$ cat src/rtl/alert_event_queue.sv
// alert_event_queue: turns co-processor change alerts into timestamped
// events held in a small FIFO drained by a valid/read handshake. It also
// keeps per-channel saturating alert counters and a sticky overflow flag.
//
// Optional build macro: ALERT_DEDUP_EN. When it is defined, an alert on the
// same channel as the last accepted one, arriving in the cycle right after
// that accept, is ignored.
//
// Handshake: ev_valid=1 means ev_data holds the head entry. A pop happens
// at a rising edge where rd_en=1 and ev_valid=1. rd_en while empty is ignored.
module alert_event_queue #(
    parameter int DEPTH = 4,
    parameter int CNT_W = 8
) (
    input  logic             clk,
    input  logic             reset,
    input  logic             alert_in,
    input  logic [1:0]       alert_ch,
    input  logic             rd_en,
    output logic             ev_valid,
    output logic [7:0]       ev_data,
    output logic [2:0]       ev_count,
    output logic             overflow,
    input  logic             clr_ovf,
    input  logic [1:0]       cnt_sel,
    output logic [CNT_W-1:0] cnt_out
);

    localparam int AW = $clog2(DEPTH);

    logic [5:0]       ts;
    logic [7:0]       mem [DEPTH];
    logic [AW-1:0]    wr_ptr;
    logic [AW-1:0]    rd_ptr;
    logic [2:0]       count;
    logic [CNT_W-1:0] cnt [4];

    logic accept;
    logic empty;
    logic full;
    logic pop;
    logic push;
    logic drop;

`ifdef ALERT_DEDUP_EN
    logic       last_acc;
    logic [1:0] last_ch;

    // A repeat of the last accepted channel in the very next cycle is suppressed.
    assign accept = alert_in && !(last_acc && (alert_ch == last_ch));

    // Remember whether the previous cycle accepted an event and on which channel.
    always_ff @(posedge clk) begin
        if (reset) begin
            last_acc <= 1'b0;
            last_ch  <= 2'd0;
        end else begin
            last_acc <= accept;
            if (accept) begin
                last_ch <= alert_ch;
            end
        end
    end
`else
    assign accept = alert_in;
`endif

    // A pop frees a slot in the same cycle, so a full FIFO with rd_en still takes a push.
    assign empty = (count == 3'd0);
    assign full  = (count == 3'(DEPTH));
    assign pop   = rd_en && !empty;
    assign push  = accept && (!full || pop);
    assign drop  = accept && full && !pop;

    // Free-running timestamp; the pre-increment value tags an accepted event.
    always_ff @(posedge clk) begin
        if (reset) begin
            ts <= 6'd0;
        end else begin
            ts <= ts + 6'd1;
        end
    end

    // FIFO storage: entries are only meaningful between rd_ptr and wr_ptr.
    always_ff @(posedge clk) begin
        if (push) begin
            mem[wr_ptr] <= {alert_ch, ts};
        end
    end

    // Pointers wrap naturally; the occupancy count tells full from empty.
    always_ff @(posedge clk) begin
        if (reset) begin
            wr_ptr <= '0;
            rd_ptr <= '0;
            count  <= 3'd0;
        end else begin
            if (push) begin
                wr_ptr <= wr_ptr + AW'(1);
            end
            if (pop) begin
                rd_ptr <= rd_ptr + AW'(1);
            end
            case ({push, pop})
                2'b10:   count <= count + 3'd1;
                2'b01:   count <= count - 3'd1;
                default: count <= count;
            endcase
        end
    end

    // Sticky overflow: a drop in the same cycle as clr_ovf keeps the flag set.
    always_ff @(posedge clk) begin
        if (reset) begin
            overflow <= 1'b0;
        end else if (drop) begin
            overflow <= 1'b1;
        end else if (clr_ovf) begin
            overflow <= 1'b0;
        end
    end

    // Per-channel saturating counters count every accepted event, pushed or dropped.
    always_ff @(posedge clk) begin
        if (reset) begin
            for (int i = 0; i < 4; i++) begin
                cnt[i] <= '0;
            end
        end else begin
            for (int i = 0; i < 4; i++) begin
                if (accept && (alert_ch == i[1:0]) && (cnt[i] != '1)) begin
                    cnt[i] <= cnt[i] + CNT_W'(1);
                end
            end
        end
    end

    assign ev_valid = !empty;
    assign ev_data  = empty ? 8'd0 : mem[rd_ptr];
    assign ev_count = count;
    assign cnt_out  = cnt[cnt_sel];

endmodule

$ cat config.mk
export PLATFORM = sky130hd
export DESIGN_NAME = alert_event_queue
export DESIGN_NICKNAME = d
export VERILOG_FILES = /design/src/rtl/alert_event_queue.sv
export SDC_FILE = /design/constraint.sdc
export NUM_CORES = 1
export LEC_CHECK = 0
export BUFFER_PORTS_ARGS = -buffer_cell sky130_fd_sc_hd__buf_4
export CORE_ASPECT_RATIO = 0.7
export CORE_MARGIN = 2
export CORE_UTILIZATION = 48
export CTS_BUF_LIST = sky130_fd_sc_hd__clkbuf_2
export CTS_CLUSTER_DIAMETER = 100
export CTS_CLUSTER_SIZE = 25
export DETAILED_ROUTE_END_ITERATION = 12
export HOLD_SLACK_MARGIN = 0.06
export MAX_ROUTING_LAYER = met4
export PLACE_DENSITY_LB_ADDON = 0.08
export SYNTH_ARGS = -nofsm -noshare
export SYNTH_HDL_FRONTEND = slang
export SYNTH_SLANG_ARGS = --single-unit
$ cat constraint.sdc
create_clock -name clk -period 6.18 [get_ports clk]
set_clock_uncertainty 0.05 [all_clocks]
set_input_delay 0.309 -clock clk [delete_from_list [all_inputs] [get_ports clk]]
set_output_delay 0.309 -clock clk [all_outputs]
set_load 0.02 [all_outputs]
# Word-level counts from Yosys, hierarchy flattened
# Memories as Yosys holds them, arrays and structs flattened. A register that Yosys moved wholly into a read port is not among the register bits.
# Cells that the tools add are included.
dict set report totals {
  ff_bits 14
  ram_bits 64
  input_bits 9
  output_inout_bits 21
  wordCells 76
  memories 2
}
# memory depth width rd rd_clocked_by_memory_dff wr line_no
set memory_table {}
lappend memory_table {cnt 4 8 5 0 4 36} ;# logic [CNT_W-1:0] cnt [4];
lappend memory_table {mem 4 8 1 1 1 32} ;# logic [7:0] mem [DEPTH];
dict set report classes {
  addsub 9
  eq_ne 10
  muxes 26
  bitwise 4
  reduce_logical 20
}
# operator n
set op_table {}
lappend op_table {{2-to-1 mux 8 bit} 5}
lappend op_table {{adder 8 x 1 -> 8 bit (second input constant)} 4}
lappend op_table {{!= test 8 bit (second input constant)} 4}
lappend op_table {{2-to-1 mux 1 bit} 18}
lappend op_table {{logical AND 1 bit} 12}
lappend op_table {{adder 6 x 1 -> 6 bit (second input constant)} 1}
lappend op_table {{equality test 2 bit (second input constant)} 3}
lappend op_table {{case mux 3 bit (2 select lines)} 1}
lappend op_table {{adder 2 x 1 -> 2 bit (second input constant)} 2}
lappend op_table {{equality test 2 x 1 -> 1 bit (second input constant)} 2}
lappend op_table {{2-to-1 mux 2 bit} 2}
lappend op_table {{OR 1 bit} 4}
lappend op_table {{nonzero test 2 bit} 2}
lappend op_table {{adder 3 x 1 -> 3 bit (second input constant)} 1}
lappend op_table {{equality test 3 bit (second input constant)} 1}
lappend op_table {{zero test 1 bit} 3}
lappend op_table {{zero test 3 bit} 1}
lappend op_table {{subtractor 3 x 1 -> 3 bit (second input constant)} 1}
lappend op_table {{zero test 2 bit} 1}
lappend op_table {{logical OR 1 bit} 1}

# Logic depth before layout (Yosys ltp)
dict set report logic_depth {
  word_depth 7
  ltp_mapped 7
}

# Worst setup path before layout
# OpenSTA, ideal clock, no wires.
dict set report synth_timing {
  kind {reg-to-reg}
  startpoint {reg count[1], in the netlist ev_count[1]}
  endpoint {reg count[2], in the netlist ev_count[2]}
  setup_ns 0.081
  t_arrival_ns 2.168
  t_required_ns 6.049
  path_slack_ns 3.881
  stages_incl_launch_ff 7
  path_buffers 1
  synth_period_minus_slack_ns 2.299
  cell_sequence {dfxtp_1 > clkbuf_1 > o31ai_1 > or2_2 > fa_1 > or4b_1 > a41oi_1}
}
dict set report synth_via {
  elab_chain_len 7
}
# element line_no
set synth_lines {}
lappend synth_lines {{start, declared} 35} ;# logic [2:0] count;
lappend synth_lines {{start signal, assigned} 105} ;# 2'b10: count <= count + 3'd1;
lappend synth_lines {{start signal, assigned} 106} ;# 2'b01: count <= count - 3'd1;
lappend synth_lines {{start signal, assigned} 107} ;# default: count <= count;
lappend synth_lines {{zero test 3 bit} 69} ;# assign empty = (count == 3'd0);
lappend synth_lines {{zero test 1 bit} 71} ;# assign pop = rd_en && !empty;
lappend synth_lines {{logical AND 1 bit} 71}
lappend synth_lines {{logical OR 1 bit} 72} ;# assign push = accept && (!full || pop);
lappend synth_lines {{logical AND 1 bit} 72}
lappend synth_lines {{equality test 2 x 1 -> 1 bit or equality test 2 bit (tied branches)} 104} ;# case ({push, pop})
lappend synth_lines {{case mux 3 bit (2 select lines) or nonzero test 2 bit (tied branches)} n/a}
# Several ways; a longest one is shown, not always the timed one.
# A chain may end at the register's enable or synchronous reset.

==> metrics.md <==
| Metric | Value |
|---|---|
| Maximum count of clock buffers along a single path | 2 |
| Min cycle time layout | 2530 ps |
| Final hold viol count | 0 |
| Fraction of synthesis flops using an asynchronous set or reset pin | 0% |
| Leak | 1.50 nW |
| Total clock buffers created by CTS | 9 |
| Final Instance Area | 4370 µm² |
| Share of cells above drive strength 1 | around a fifth |
| Switching fraction of total power | 28.2% |
| Flop pwr share | around 60% |
| Status | completed |
| Starting DRC count in detailed routing | 140 |
| Maximum Capacitance Violations | 0 |
| Clock tree from TritonCTS | yes |
| Die height | 79.6 µm |
| Final core utilization | 55.3% |
| Crit Path Category | reg -> out |
| Post-synth top area share | a little under 50% |
| Via count of the first global-routing pass | 2389 |
| Maximum net fanout on the critical path | 8 |
| Sinks on Clock Net | 80 |
| Timing-limited maximum frequency | 0.396 GHz |
| Number of flops mapped to enable cells by yosys | 64 |
| Latest clock arrival within the worst-skew pair | roughly 550 ps |
| Count of mapped cells out of synthesis | about 310 |
| Global-route met3 utilization | 6.00% |
| Non-filler cells, final | 446 |
| Final Cycle Share | approximately two fifths |
| Final number of setup-violating endpoints | 0 |
| Number of nets in the finished design | 359 |
| Final weighted congestion in routability-driven placement | 0.798 |
| Mean cell area of the mapped netlist | 12.8 µm² |
| Starting density of the core | around half |
| Number of antenna violations at the first check in global routing | 0 |
| Slew Viols, Final | 0 |
| Crit path launch type | flop |
| Number of port buffers | 29 |
| Clock tree root driver cell | clkbuf_2 |
| Met2 usage in global routing | around a quarter |
| Die area | between 8000 and 9000 µm² |
| Final WL | 7900 µm |
| Main area contributors after synthesis | edfxtp_1 49%, mux4_2 9.2%, dfxtp_1 8.2%, xor2_1 2.9%, ha_1 2.9% |
| Data required time at the worst endpoint | a little under 6000 ps |
| Total power | 1.11 mW |
| Antenna viol nets, final | 0 |
| Antenna fix cells | 0 |
| # H-tree levels | 3 |
| Global route hottest layer | met1 |
| Global routing met1 resource utilization | 29.6% |
| Worst setup slack before clock tree synthesis | 3900 ps |
| Clock slew seen by the registers of the worst setup and hold paths | 200 ps |
| Worst setup EP type | primary output |
| HP Class | in -> reg |
| Worst Hold Slack | 91.7 ps |
| Core Box Area | 7910 µm² |
| Cell row count | 27 |
| Number of optimization iterations in the first detailed-route pass | 4 |
| Cell Area, Placed | 4210 µm² |
| Power per Cell Area | 254 nW/µm² |
| Filler Cell Count | roughly 670 |
| Worst-margin pin slew | between 700 and 800 ps |
| Int Power | 796 µW |
| Remaining routing DRC violations | 0 |
| Cell type with the largest total area after synthesis | edfxtp_1 |
| Area growth from synthesis to layout | 11.5% |
| Dpl hpwl | 5360 µm |
| Worst ir drop on vdd | approximately 0.12 mV |
| First-pass GRT wire length | ~13000 µm |
| Post-synth cell types | 44 |
| Setup TNS Final | 0 ps |
| Post-placement cell count | 425 |
| Clock group share of total power | 25.4% |
| Part of the power in combinational logic | 15.8% |
| RSZ-0062 raised after global routing | no |
| Total grt overflow | 0 |
| Number of warning messages in the yosys log | 0 |
| I/O pin count | 30 |
| Worst relative slew slack | 47.9% |
| Horizontal extent of the die | 112 µm |
| Commonest non-fill, non-tap cells in the layout | 64 x edfxtp_1, 29 x nor2_1, 29 x buf_4, 20 x nand3_1 |
| Synthesis-stage register bit count | 80 |
| Main flop type after synthesis | edfxtp_1 |
| Pin count of the biggest net entering global routing | 25 |
| GR Util All Layers | 19.7% |
| Post-detailed-route wirelength per cell | 17.7 µm |
| Synthesized cell area | slightly below 4000 µm² |
| Most frequent standard cell in the layout excluding fill and tap cells | edfxtp_1 |
| Number of vias per cell after detailed routing | 5.69 |
| Proportion of synthesized chip area in sequential cells | 57.3% |
| CP Data Arrival Time | 2170 ps |
| Total number of vias | 2538 |
| Net Count, Synth | between 300 and 400 |
| Switching power of the nets | 313 µW |
| Final critical-path setup slack | 3650 ps |
[state kept, by name (all words and copies together) (netlist names), named ones only]
register  count
cnt          32
mem          32
ts            6
ev_count      3
rd_ptr        2
wr_ptr        2
overflow      1
[cell usage after synthesis (6+ instances only)]
master     n
nand2_1   10
a21oi_1   16
inv_1      9
nand3_1   20
xor2_1    13
nor2_1    29
and2_1    13
nand2b_1   6
o21ai_0   14
or3_1     15
ha_1       9
edfxtp_1  64
dfxtp_1   16
mux4_2    16
[what timing repair did]
item,4_1_cts,5_1_grt
gates resized for setup,0,0
setup buffers,0,0
hold endpoints to repair,18,0
hold buffers,5,0
[final timing paths]
check                           startpoint  slack [ps]  depth (start not counted)                  endpoint
setup reg to reg  ev_count[0]$_SDFFE_PP0P_        3870                          5  ev_count[2]$_SDFFE_PP0P_
hold reg to reg     wr_ptr[1]$_SDFFE_PP0P_         480                          2    wr_ptr[1]$_SDFFE_PP0P_
hold / removal                       rd_en          90                          4  ev_count[0]$_SDFFE_PP0P_
setup / recovery                      flop        3650                          3                ev_data[6]
[power by group through the flow]
stage               clock network, mW  registers (mW)  logic (mW)
CTS                             0.285           0.653       0.177
finish                          0.281           0.653       0.175
global route                    0.310           0.659       0.192
detailed placement                  0           0.665       0.174
global placement                    0           0.664       0.172
floorplan                           0           0.645       0.129
[per-layer routing]
metal / wire, µm / up-vias
met3: 538 / 14
met1: 4010 / 1228
li1: - / 1224
met5: 0 / -
met2: 3240 / 72
met4: 110 / 0
[worst max-delay path, cell delays in order, from the launching register on]
cell and delay [ps]:
dfxtp_1 730, mux4_2 590, and2_1 170, buf_4 150
[layout make-up]
cell class / instances / area [µm²] / share of cell area (%)
well taps: 101 / 126 / 2.89
multi-input cells: 205 / 1580 / 36.2
clock buffers: 11 / 55.1 / 1.26
flip-flops and latches: 80 / 2240 / 51.3
repair buffers: 34 / 268 / 6.13
inverters: 10 / 37.5 / 0.859
clock inverters: 5 / 57.6 / 1.32
[logic make-up after synthesis]
kind of cell / Yosys count / share of synthesized area (%)
xor+xnor: 18 / 4.03
mux: 20 / 10.4
buf+inv: 22 / 2.36
fa+ha+maj: 10 / 3.39
simple gates: 108 / 14.5
compound gates: 49 / 8.15
flops: 80 / 57.3
Power figures use the tool's default switching activity.
